==> config.mk <==
export PLATFORM = sky130hd
export DESIGN_NAME = boot_uart_rx
export DESIGN_NICKNAME = d
export VERILOG_FILES = /design/src/rtl/boot_uart_rx.sv
export SDC_FILE = /design/constraint.sdc
export NUM_CORES = 1
export LEC_CHECK = 0
export ABC_AREA = 1
export BUFFER_PORTS_ARGS = -buffer_cell sky130_fd_sc_hd__buf_2
export CAP_MARGIN = 10
export CORE_ASPECT_RATIO = 0.7
export CORE_UTILIZATION = 40
export CTS_CLUSTER_DIAMETER = 50
export CTS_CLUSTER_SIZE = 10
export DETAILED_ROUTE_END_ITERATION = 8
export PLACE_DENSITY = 0.63
export SKIP_CTS_REPAIR_TIMING = 1
export SYNTH_ARGS = -nofsm -noshare
export SYNTH_HDL_FRONTEND = slang
export SYNTH_SLANG_ARGS = --single-unit
==> constraint.sdc <==
create_clock -name clk -period 5 [get_ports clk]
set_input_delay 1 -clock clk [delete_from_list [all_inputs] [get_ports clk]]
set_output_delay 1 -clock clk [all_outputs]
set_load 0.05 [all_outputs]
==> src/rtl/boot_uart_rx.sv <==
// boot_uart_rx: memory-mapped UART receiver feeding a byte FIFO (DATA at 0x0, STATUS at 0x4).
// Define BOOT_UART_RX_PARITY_EN to receive one even-parity bit between data and stop.
module boot_uart_rx #(
    parameter int CLKS_PER_BIT = 434,
    parameter int FIFO_DEPTH = 8
) (
    input  logic        clk,
    input  logic        rst,
    input  logic        sel,
    input  logic [31:0] addr,
    input  logic [31:0] wdata,
    input  logic        wen,
    input  logic        ren,
    output logic [31:0] rdata,
    input  logic        rx
);
    localparam int CW = $clog2(CLKS_PER_BIT);
    localparam int AW = $clog2(FIFO_DEPTH);
    localparam logic [2:0] IDLE = 3'd0, START = 3'd1, DATA = 3'd2, STOP = 3'd3;
`ifdef BOOT_UART_RX_PARITY_EN
    localparam logic [2:0] PARITY = 3'd4;
    localparam logic [2:0] AFTER_DATA = PARITY;
`else
    localparam logic [2:0] AFTER_DATA = STOP;
`endif

    logic [1:0] sync;
    logic rxs, rxs_d;
    logic [2:0] state;
    logic [CW-1:0] cnt;
    logic [2:0] bitn;
    logic [7:0] shift;
    logic tick, push_req, frame_set, par_set, par_bad;
    logic [7:0] mem [FIFO_DEPTH];
    logic [AW:0] wp, rp, count;
    logic full, empty, pop, do_push, ovr_set, w1c;
    logic overrun, frame_err, parity_err;
    logic [31:0] status;
    logic unused;

    assign unused = ^{addr[31:4], addr[1:0], wdata[31:5], wdata[2], wdata[0]};
    assign rxs = sync[1];
    assign tick = cnt == '0;
    assign push_req = state == STOP && tick && rxs && !par_bad;
    assign frame_set = state == STOP && tick && !rxs;

    always_ff @(posedge clk) begin
        if (rst) begin
            sync <= 2'b11;
            rxs_d <= 1'b1;
        end else begin
            sync <= {sync[0], rx};
            rxs_d <= rxs;
        end
    end

    // The counter free-runs and reloads a full bit period on every expiry; states only override it on entry.
    always_ff @(posedge clk) begin
        if (rst) begin
            state <= IDLE;
            cnt <= '0;
            bitn <= '0;
            shift <= '0;
        end else begin
            cnt <= tick ? CW'(CLKS_PER_BIT - 1) : cnt - 1'b1;
            case (state)
                IDLE: if (rxs_d && !rxs) begin
                    state <= START;
                    cnt <= CW'(CLKS_PER_BIT / 2 - 1);
                end
                START: if (tick) begin
                    state <= rxs ? IDLE : DATA;
                    bitn <= '0;
                end
                DATA: if (tick) begin
                    shift <= {rxs, shift[7:1]};
                    bitn <= bitn + 1'b1;
                    if (bitn == 3'd7) state <= AFTER_DATA;
                end
`ifdef BOOT_UART_RX_PARITY_EN
                PARITY: if (tick) state <= STOP;
`endif
                STOP: if (tick) state <= IDLE;
                default: state <= IDLE;
            endcase
        end
    end

`ifdef BOOT_UART_RX_PARITY_EN
    assign par_set = state == PARITY && tick && (rxs != ^shift);
    always_ff @(posedge clk) begin
        if (rst) par_bad <= 1'b0;
        else if (state == PARITY && tick) par_bad <= rxs != ^shift;
    end
`else
    assign par_set = 1'b0;
    assign par_bad = 1'b0;
`endif

    assign count = wp - rp;
    assign full = count == (AW + 1)'(FIFO_DEPTH);
    assign empty = wp == rp;
    assign pop = sel && ren && addr[3:2] == 2'd0 && !empty;
    assign do_push = push_req && (!full || pop);
    assign ovr_set = push_req && full && !pop;
    assign w1c = sel && wen && addr[3:2] == 2'd1;
    assign status = {27'b0, parity_err, frame_err, !empty, overrun, full};

    always_ff @(posedge clk) begin
        if (do_push) mem[wp[AW-1:0]] <= shift;
    end

    // Sticky flags: a set in the same cycle as its W1C clear wins.
    always_ff @(posedge clk) begin
        if (rst) begin
            wp <= '0;
            rp <= '0;
            overrun <= 1'b0;
            frame_err <= 1'b0;
            parity_err <= 1'b0;
            rdata <= '0;
        end else begin
            if (do_push) wp <= wp + 1'b1;
            if (pop) rp <= rp + 1'b1;
            overrun <= ovr_set | (overrun & ~(w1c & wdata[1]));
            frame_err <= frame_set | (frame_err & ~(w1c & wdata[3]));
            parity_err <= par_set | (parity_err & ~(w1c & wdata[4]));
            if (sel && ren)
                rdata <= addr[3:2] == 2'd0 ? (empty ? 32'd0 : {24'b0, mem[rp[AW-1:0]]}) :
                         addr[3:2] == 2'd1 ? status : 32'd0;
        end
    end
endmodule

# Word-level counts from Yosys, hierarchy flattened
# Memories as Yosys holds them, arrays and structs flattened. A register that Yosys moved wholly into a read port is not among the register bits.
# Index checks and enable logic that the tools add are counted.
# Widths: inputs -> output; s select.
# totals
ramBits	64
ff_bits	69
n_memories	1
output_inout_bits	32
# memory_table
name	depth	width	rd	rd_clocked_by_memory_dff	write_ports	line	source
mem	8	8	1	1	1	34	logic [7:0] mem [FIFO_DEPTH];
# classes
add_sub_neg	5
mux	19
n_eq_ne	12
reduce_logical	24
n_bitwise	11
# ops
operator	n
$mux 9	3
$mux 3	8
$mux 8	2
$logic_and 1x1->1	12
$pmux 3 s4	1
$ne 2x2->1 const B	5
$logic_not 9->1	1
$sub 9x1->9 const B	1
$add 4x1->4 const B	2
$and 1x1->1	6
$eq 3x2->1 const B	2
$pmux 3 s2	1
$mux 5	1
$reduce_and 5->1	1
$eq 4x4->1	1
$eq 4x4->1 const B	1
$logic_not 1->1	4
$sub 4x4->4	1
$add 3x1->3 const B	1
$eq 3x1->1 const B	1
$eq 3x3->1 const B	1
$logic_not 3->1	1
$not 1->1	3
$reduce_and 3->1	1
other kinds (8)	10

# Longest topological paths before layout
# Gate-level depths: netlist of the first run.
# depth
word_depth	7
ltp_mapped	13
depth_no_buf	13

# Worst setup path after synthesis of the first run
# OpenSTA, ideal clock, no wires.
# synth_path
path_type	input to register
start	input addr[2]
end	memory mem[0][0], enable pin
stages	7
setup_slack_ps	2681
t_arrival_ps	1949
n_path_buf	0
setup_time_ps	370
t_required_ps	4630
cell_sequence	inv_1 nand2_1 nor2_1 nand2_2 nand2_4 nand3_4 nor2_1
# synth_via
elab_chain_cells	7
# synth_lines
element	line	source
start: declaration	10	input logic [31:0] addr,
$logic_not 2->1	103	assign pop = sel && ren && addr[3:2] == 2'd0 && !empty;
$logic_and 1x1->1 (2 in a row)	103	
$logic_or 1x1->1	104	assign do_push = push_req && (!full || pop);
$logic_and 1x1->1	104	
$mux 1	110	if (do_push) mem[wp[AW-1:0]] <= shift;
$mux 1 (not written as such)	110	
end: declaration	34	
# Every way passes these cells.

# Worst setup path after layout of the first run
# layout_path
start	register wp[2]
end	memory mem[0][7], enable pin
# layout_via
elab_chain_cells	7
word_cells_on_any_way	10
classes_between	add/sub (1); eq/ne (2); mux (2); reduce/logical (5)
# layout_lines
element	line	source
start: declaration	35	logic [AW:0] wp, rp, count;
start signal: assignment	123	if (do_push) wp <= wp + 1'b1;
$sub 4x4->4 / $eq 4x4->1 (equally long branches)	100, 102	
$eq 4x4->1 / $logic_not 1->1 (equally long branches)	101, 103	
$logic_not 1->1 / $logic_and 1x1->1 (equally long branches)	104, 103	
$logic_or 1x1->1	104	
$logic_and 1x1->1	104	
$mux 1	110	
$mux 1 (not written as such)	110	
# Parallel ways exist; a longest one is shown, timed or not.

==> results of run 1 <==
[routing by layer]
| layer | GRT usage [%] | wire length (um) | share of wire, % | vias to the layer above |
|---|---|---|---|---|
| met5 | 0 | 0 | 0 | - |
| met4 | 3.84 | 90 | 0.88 | 0 |
| met3 | 4.13 | 572 | 5.6 | 12 |
| met2 | 26.3 | 4400 | 43 | 97 |
| met1 | 24.5 | 5100 | 50 | 1585 |
| li1 | - | - | - | 1676 |
[cells by family after synthesis]
group                    after synthesis  share of synthesized area [%]
flip-flops                           111                           58.4
buffers and inverters                 90                           9.08
AND/OR/NAND/NOR                      200                           19.7
AO/OA/AOI/OAI                         90                           10.0
adder cells (fa/ha/maj)                8                           2.04
XOR/XNOR                               4                          0.714
other                                  1                         0.0764
[flip-flops by register name, summed over array words and instances (netlist names), named ones only]
signal	cells
mem	64
cnt	9
rdata	8
shift	8
rp	4
wp	4
bitn	3
state	2
sync	2
frame_err	1
overrun	1
parity_err	1
rxs_d	1
[power groups by stage]
stage,registers [mW],clock network [mW],logic [mW]
4_1_cts,1.01,0.710,0.250
3_5_place_dp,1.04,0,0.249
3_3_place_gp,1.03,0,0.242
6_report,1.02,0.697,0.252
5_1_grt,1.02,0.749,0.281
2_1_floorplan,1.04,0,0.216
[worst max path at each step]
stage | endpoint | slack [ns] | depth (start not counted) | from
final | mem[0][7] | 2.32 | 9 | wp[2]
after global routing | mem[2][3] | 2.17 | 9 | wp[2]
after CTS | mem[1][7] | 2.33 | 9 | wp[2]
after detailed placement | mem[1][6] | 2.09 | 7 | sel
after global placement | mem[0][6] | 2.14 | 7 | sel
after floorplan | mem[0][0] | 2.68 | 7 | addr[2]
[area by class of cell]
class	instances	area [um2]
clock buffer	12	268
clock inverter	4	25.0
fill	1118	6480
inverter	52	195
multi-input combinational	326	1680
sequential	111	2860
tap	157	196
timing repair buffer	19	97.6
[placed cells by master, fill, tap and decap left out, drive strengths merged]
master,count
buf,19
conb,24
xor2,3
inv,53
a31oi,6
a21oi,29
dfxtp,47
nor2,68
o22ai,7
nand2,75
ha,8
o31ai,1
or2,4
nand3,43
clkinv,2
o21ai,47
nand4,3
clkinvlp,1
xnor2,1
clkbuf,12
nor3,7
edfxtp,64
==> flow_metrics.tcl, run 1 <==
set metrics [dict create \
    avgRoutedWirePerCell_um 14.9 \
    hold_viol 0 \
    yosysUniqueCellTypes 35 \
    synthArstFlopShare_pct 0 \
    fin_setup_tns_ns 0 \
    die_y_um 94.7 \
    finalSetupViolCount 0 \
    yosys-top-cells-count "nand2_1, edfxtp_1, nor2_1" \
    grt_pass1_wl_mm 16.4 \
    clkPwrFrac_pct 35.5 \
    place_congestion 0.795 \
    path_class "register to register" \
    grt_antenna_before_repair 0 \
    num_vias 3370 \
    route.detailed.drc 0 \
    slowest_stage "nor2_1" \
    synth_top_area_cell "edfxtp_1" \
    die_area_mm2 0.0127 \
    dp_slack_ns 2.09 \
    drv_slew 0 \
    synth_edf_count 64 \
    p_seq_share_pct 51.7 \
    root_buffer "clkbuf_16" \
    drt-pass1-iter-count 5 \
    outcome "finished clean" \
    ys_warn_count 0 \
    yosys_register_bits 111 \
    clkLatencyLatePin_ns 0.34 \
    synthCells 504 \
    critical-path-top-delay-family "simple AND/OR/NAND/NOR gates" \
    max_slew_margin_pct 41.2 \
    cp_common_cell "nand2_1" \
    crit_fanout 8 \
    p_sw_uw 518 \
    dieWidth_um 134 \
    pwr-share-comb_pct 12.8 \
    whs_path_depth 1 \
    initialDrtViolationCount 356 \
    diodes 0 \
    synth_top_area_share_pct 39.2 \
    final_cells 681 \
    crit_path_max_incr_delay_ns 0.68 \
    clk_pin_slew_worst_paths_ns 0.07 \
    r2r-end "mem[0][7]" \
    final_cell_area_mm2 0.00533 \
    cts_tree "yes" \
    grt_setup_unrepaired "no" \
    vias_per_cell 4.95 \
    dpl-instance-area_mm2 0.00504 \
    worstPathRequired_ns 4.97 \
    core_mm2 0.0118 \
    reg2reg_from "wp[2]" \
    fin_ws_ns 2.32 \
    whs_ns 0.425 \
    pwr_density_cell_mw_per_mm2 369 \
    start_util_pct 41.5 \
    place_hpwl_mm 7.04 \
    wirelength_mm 10.2 \
    cp-start-kind "register" \
    period_needed_ns 2.68 \
    crit_arrival_ns 2.65 \
    path_buf_inv 0 \
    ir_worst_vdd_mv 0.226 \
    layout-drive-gt1-share_pct 13.2 \
    holdPathEnd "sync[1]" \
    htreeDepth 3 \
    synth.most_common_cell "nand2_1" \
    post-route-period-util_pct 53.6 \
    reg2reg_depth 9 \
    skew_ns 0.00651 \
    synth-main-ff-cell "edfxtp_1" \
    p_int_mw 1.45 \
    tightest_slew_ns 0.879 \
    synth_area_leaders "edfxtp_1, dfxtp_1, nand2_1" \
    portBuffers 18 \
    final_util_pct 45.1 \
    p_leak_nw 2.02 \
    power_mw 1.96 \
    syn_avg_cell_area_um2 9.73 \
    ys_seq_area_share_pct 58.4 \
    grt_pass1_vias 3269 \
    placementRows 33 \
    path_cells "ha_1 -> or2_1 -> nand2_1 -> nand2_1 -> nand2_2 -> nor2_4 -> nand2_4 -> nand3_4 -> nor2_1" \
    grtUsageTotal_pct 17.1 \
    clock_sinks 111 \
    ioPinCount 102 \
    hp-start "sync[0]" \
    area_growth_pct 8.62 \
    max_freq_mhz 373 \
    critical_path.endpoint_type "register" \
    ant_nets 0 \
    netlist_area_mm2 0.00491 \
    maxCapViolCount 0 \
    r2r_slack_ns 2.32 \
    final_nets 597 \
    grt_max_degree 40 \
    cts_made_buffers 9 \
    swShare_pct 26.4 \
    hold_path_class "register to register" \
    clk_path_buf_depth 2 \
    grt_overflow 0 \
    dp_cells 665 \
]
No activity file was read; power rests on OpenSTA's default activity.
==> run 2: changes to the inputs <==
--- a/config.mk
+++ b/config.mk
@@ -5,7 +5,7 @@
 export SDC_FILE = /design/constraint.sdc
 export NUM_CORES = 1
 export LEC_CHECK = 0
-export ABC_AREA = 1
+export ABC_AREA = 0
 export BUFFER_PORTS_ARGS = -buffer_cell sky130_fd_sc_hd__buf_2
 export CAP_MARGIN = 10
 export CORE_ASPECT_RATIO = 0.7
@@ -13,7 +13,7 @@
 export CTS_CLUSTER_DIAMETER = 50
 export CTS_CLUSTER_SIZE = 10
 export DETAILED_ROUTE_END_ITERATION = 8
-export PLACE_DENSITY = 0.63
+export PLACE_DENSITY = 0.64
 export SKIP_CTS_REPAIR_TIMING = 1
 export SYNTH_ARGS = -nofsm -noshare
 export SYNTH_HDL_FRONTEND = slang
==> constraint.sdc (replaced) <==
create_clock -name clk -period 2.7 [get_ports clk]
set_input_delay 0.54 -clock clk [delete_from_list [all_inputs] [get_ports clk]]
set_output_delay 0.54 -clock clk [all_outputs]
set_load 0.05 [all_outputs]
==> run 2 against run 1 <==
Compared with the run above:
- sequential power up 87%
- clock power up 75%
- utilization up 2.0 points
- final cell count down 20%
- clock skew about the same
- largest cell class unchanged
- highest routed layer unchanged
==> flow_metrics.tcl, run 2 <==
set metrics [dict create \
    outcome "finished clean" \
    clk_path_buf_depth 2 \
    yosys_register_bits 111 \
    synth_xor_xnor_area_share_pct 1.66 \
    synthMuxAreaShare_pct 12.8 \
    grt_pass1_vias 2695 \
    period_needed_ns 2.54 \
    synth_area_leaders "edfxtp_1, dfxtp_1, mux4_2" \
    die_y_um 93.3 \
    syn_avg_cell_area_um2 13.4 \
    ir_worst_vdd_mv 0.477 \
    mostFrequentLayoutCell "edfxtp_1" \
    yosysUniqueCellTypes 54 \
    synth_top_family_by_area "multiplexers" \
    grt_antenna_before_repair 2 \
    hold_path_class "input pin to register" \
    drv_slew 0 \
    ant_nets 0 \
    path_class "register to register" \
    grt_pass1_wl_mm 14.5 \
    ys_warn_count 0 \
    vias_per_cell 5.00 \
    synth-simple-area-share_pct 11.6 \
    cts_tree "yes" \
    num_vias 2732 \
    cts_made_buffers 9 \
    crit_fanout 9 \
    skew_ns 0.00640 \
    synth.most_common_cell "edfxtp_1" \
    initialDrtViolationCount 153 \
    grt_setup_unrepaired "no" \
    clk_pin_slew_worst_paths_ns 0.07 \
    critical_path.endpoint_type "register" \
    ioPinCount 102 \
    grt_overflow 0 \
    power_mw 3.62 \
    layout_common_cells "edfxtp_1, dfxtp_1, nor2_1" \
    tightest_slew_ns 0.688 \
    synthCells 355 \
    grtUsageTotal_pct 15.9 \
    dieWidth_um 132 \
    place_hpwl_mm 6.05 \
    synthArstFlopShare_pct 0 \
    yosys-top-cells-count "edfxtp_1, dfxtp_1, nor2_1" \
    root_buffer "clkbuf_16" \
    grt_max_degree 33 \
    start_util_pct 42.2 \
    clock_sinks 111 \
    portBuffers 18 \
    wirelength_mm 8.84 \
    hold_viol 0 \
    drt-pass1-iter-count 4 \
    fin_setup_tns_ns 0 \
    area_growth_pct 11.7 \
    worstPathRequired_ns 2.72 \
    pwr_density_cell_mw_per_mm2 681 \
    reg2reg_depth 6 \
    netlist_area_mm2 0.00476 \
    core_mm2 0.0113 \
    synth-adder-area-share_pct 2.10 \
    p_leak_nw 1.97 \
    max_slew_margin_pct 54.1 \
    synth_edf_count 64 \
    clkLatencyLatePin_ns 0.35 \
    htreeDepth 3 \
    synth-main-ff-cell "edfxtp_1" \
    synth_top_area_share_pct 40.4 \
    cp-start-kind "register" \
    die_area_mm2 0.0123 \
    finalSetupViolCount 0 \
    synth_compound_area_share_pct 5.91 \
    largest_register_ffs 64 \
    post-route-period-util_pct 94.2 \
    placementRows 32 \
    ys_seq_area_share_pct 60.1 \
    whs_path_depth 2 \
    route.detailed.drc 0 \
    avgRoutedWirePerCell_um 16.2 \
    synth_top_area_cell "edfxtp_1" \
    place_congestion 0.782 \
    layout-drive-gt1-share_pct 22.0 \
    final_nets 464 \
    maxCapViolCount 0 \
    max_freq_mhz 393 \
    crit_arrival_ns 2.57 \
]
run 2: worst paths after layout:
path / start / to / slack (ns)
setup reg to reg: rp[2] / mem[2][0] / 0.16
hold / removal: wdata[4] / parity_err / 0.36
setup / recovery: rp[2] / mem[2][0] / 0.16
hold reg to reg: sync[0] / sync[1] / 0.42
run 2: area by class of cell:
| class | count | area, um2 |
|---|---|---|
| inverters | 6 | 22.5 |
| fillers | 987 | 5970 |
| diodes | 2 | 5.00 |
| clock inverters | 7 | 45.0 |
| multi-input cells | 223 | 1710 |
| clock buffers | 9 | 225 |
| flip-flops and latches | 111 | 2860 |
| repair buffers | 35 | 255 |
| well taps | 153 | 191 |
run 2: kinds of logic after synthesis:
group	after synthesis
AO/OA/AOI/OAI	44
XOR/XNOR	9
adder cells (fa/ha/maj)	8
buffers and inverters	44
flip-flops	111
multiplexers	40
other	1
AND/OR/NAND/NOR	98
run 2: through the flow:
| step | setup slack, ns | cells | hold slack [ns] | instance area (um2) | utilization (%) |
|---|---|---|---|---|---|
| 6_report | 0.156 | 546 | 0.360 | 5320 | 47.1 |
| 5_1_grt | 0.00997 | 545 | 0.345 | 5320 | 47.1 |
| 4_1_cts | 0.150 | 544 | 0.341 | 5320 | 47.1 |
| 3_5_place_dp | 0.175 | 528 | 0.404 | 5040 | 44.7 |
| 3_3_place_gp | 0.221 | 528 | 0.410 | 5040 | 44.7 |
| 2_1_floorplan | 0.178 | 378 | 0.389 | 4850 | - |
run 2: worst max-delay path: stages, from the launching register on:
cell,delay [ns]
dfxtp_1,0.38
inv_1,0.06
ha_1,0.33
and3_1,0.22
a2111o_1,0.49
a21boi_4,0.25
and4bb_2,0.47
run 2: power by group:
| part | internal [mW] | switching (mW) |
|---|---|---|
| clock | 0.627 | 0.595 |
| combinational | 0.193 | 0.298 |
| sequential | 1.83 | 0.0744 |
| total | 2.65 | 0.967 |
run 2: routing by layer:
metal	share of wire, %	GRT usage (%)	wire length [um]
met5	0	0	0
met4	1.1	5.56	93
met2	44	22.9	3890
met3	4.2	4.72	375
met1	51	22.7	4480
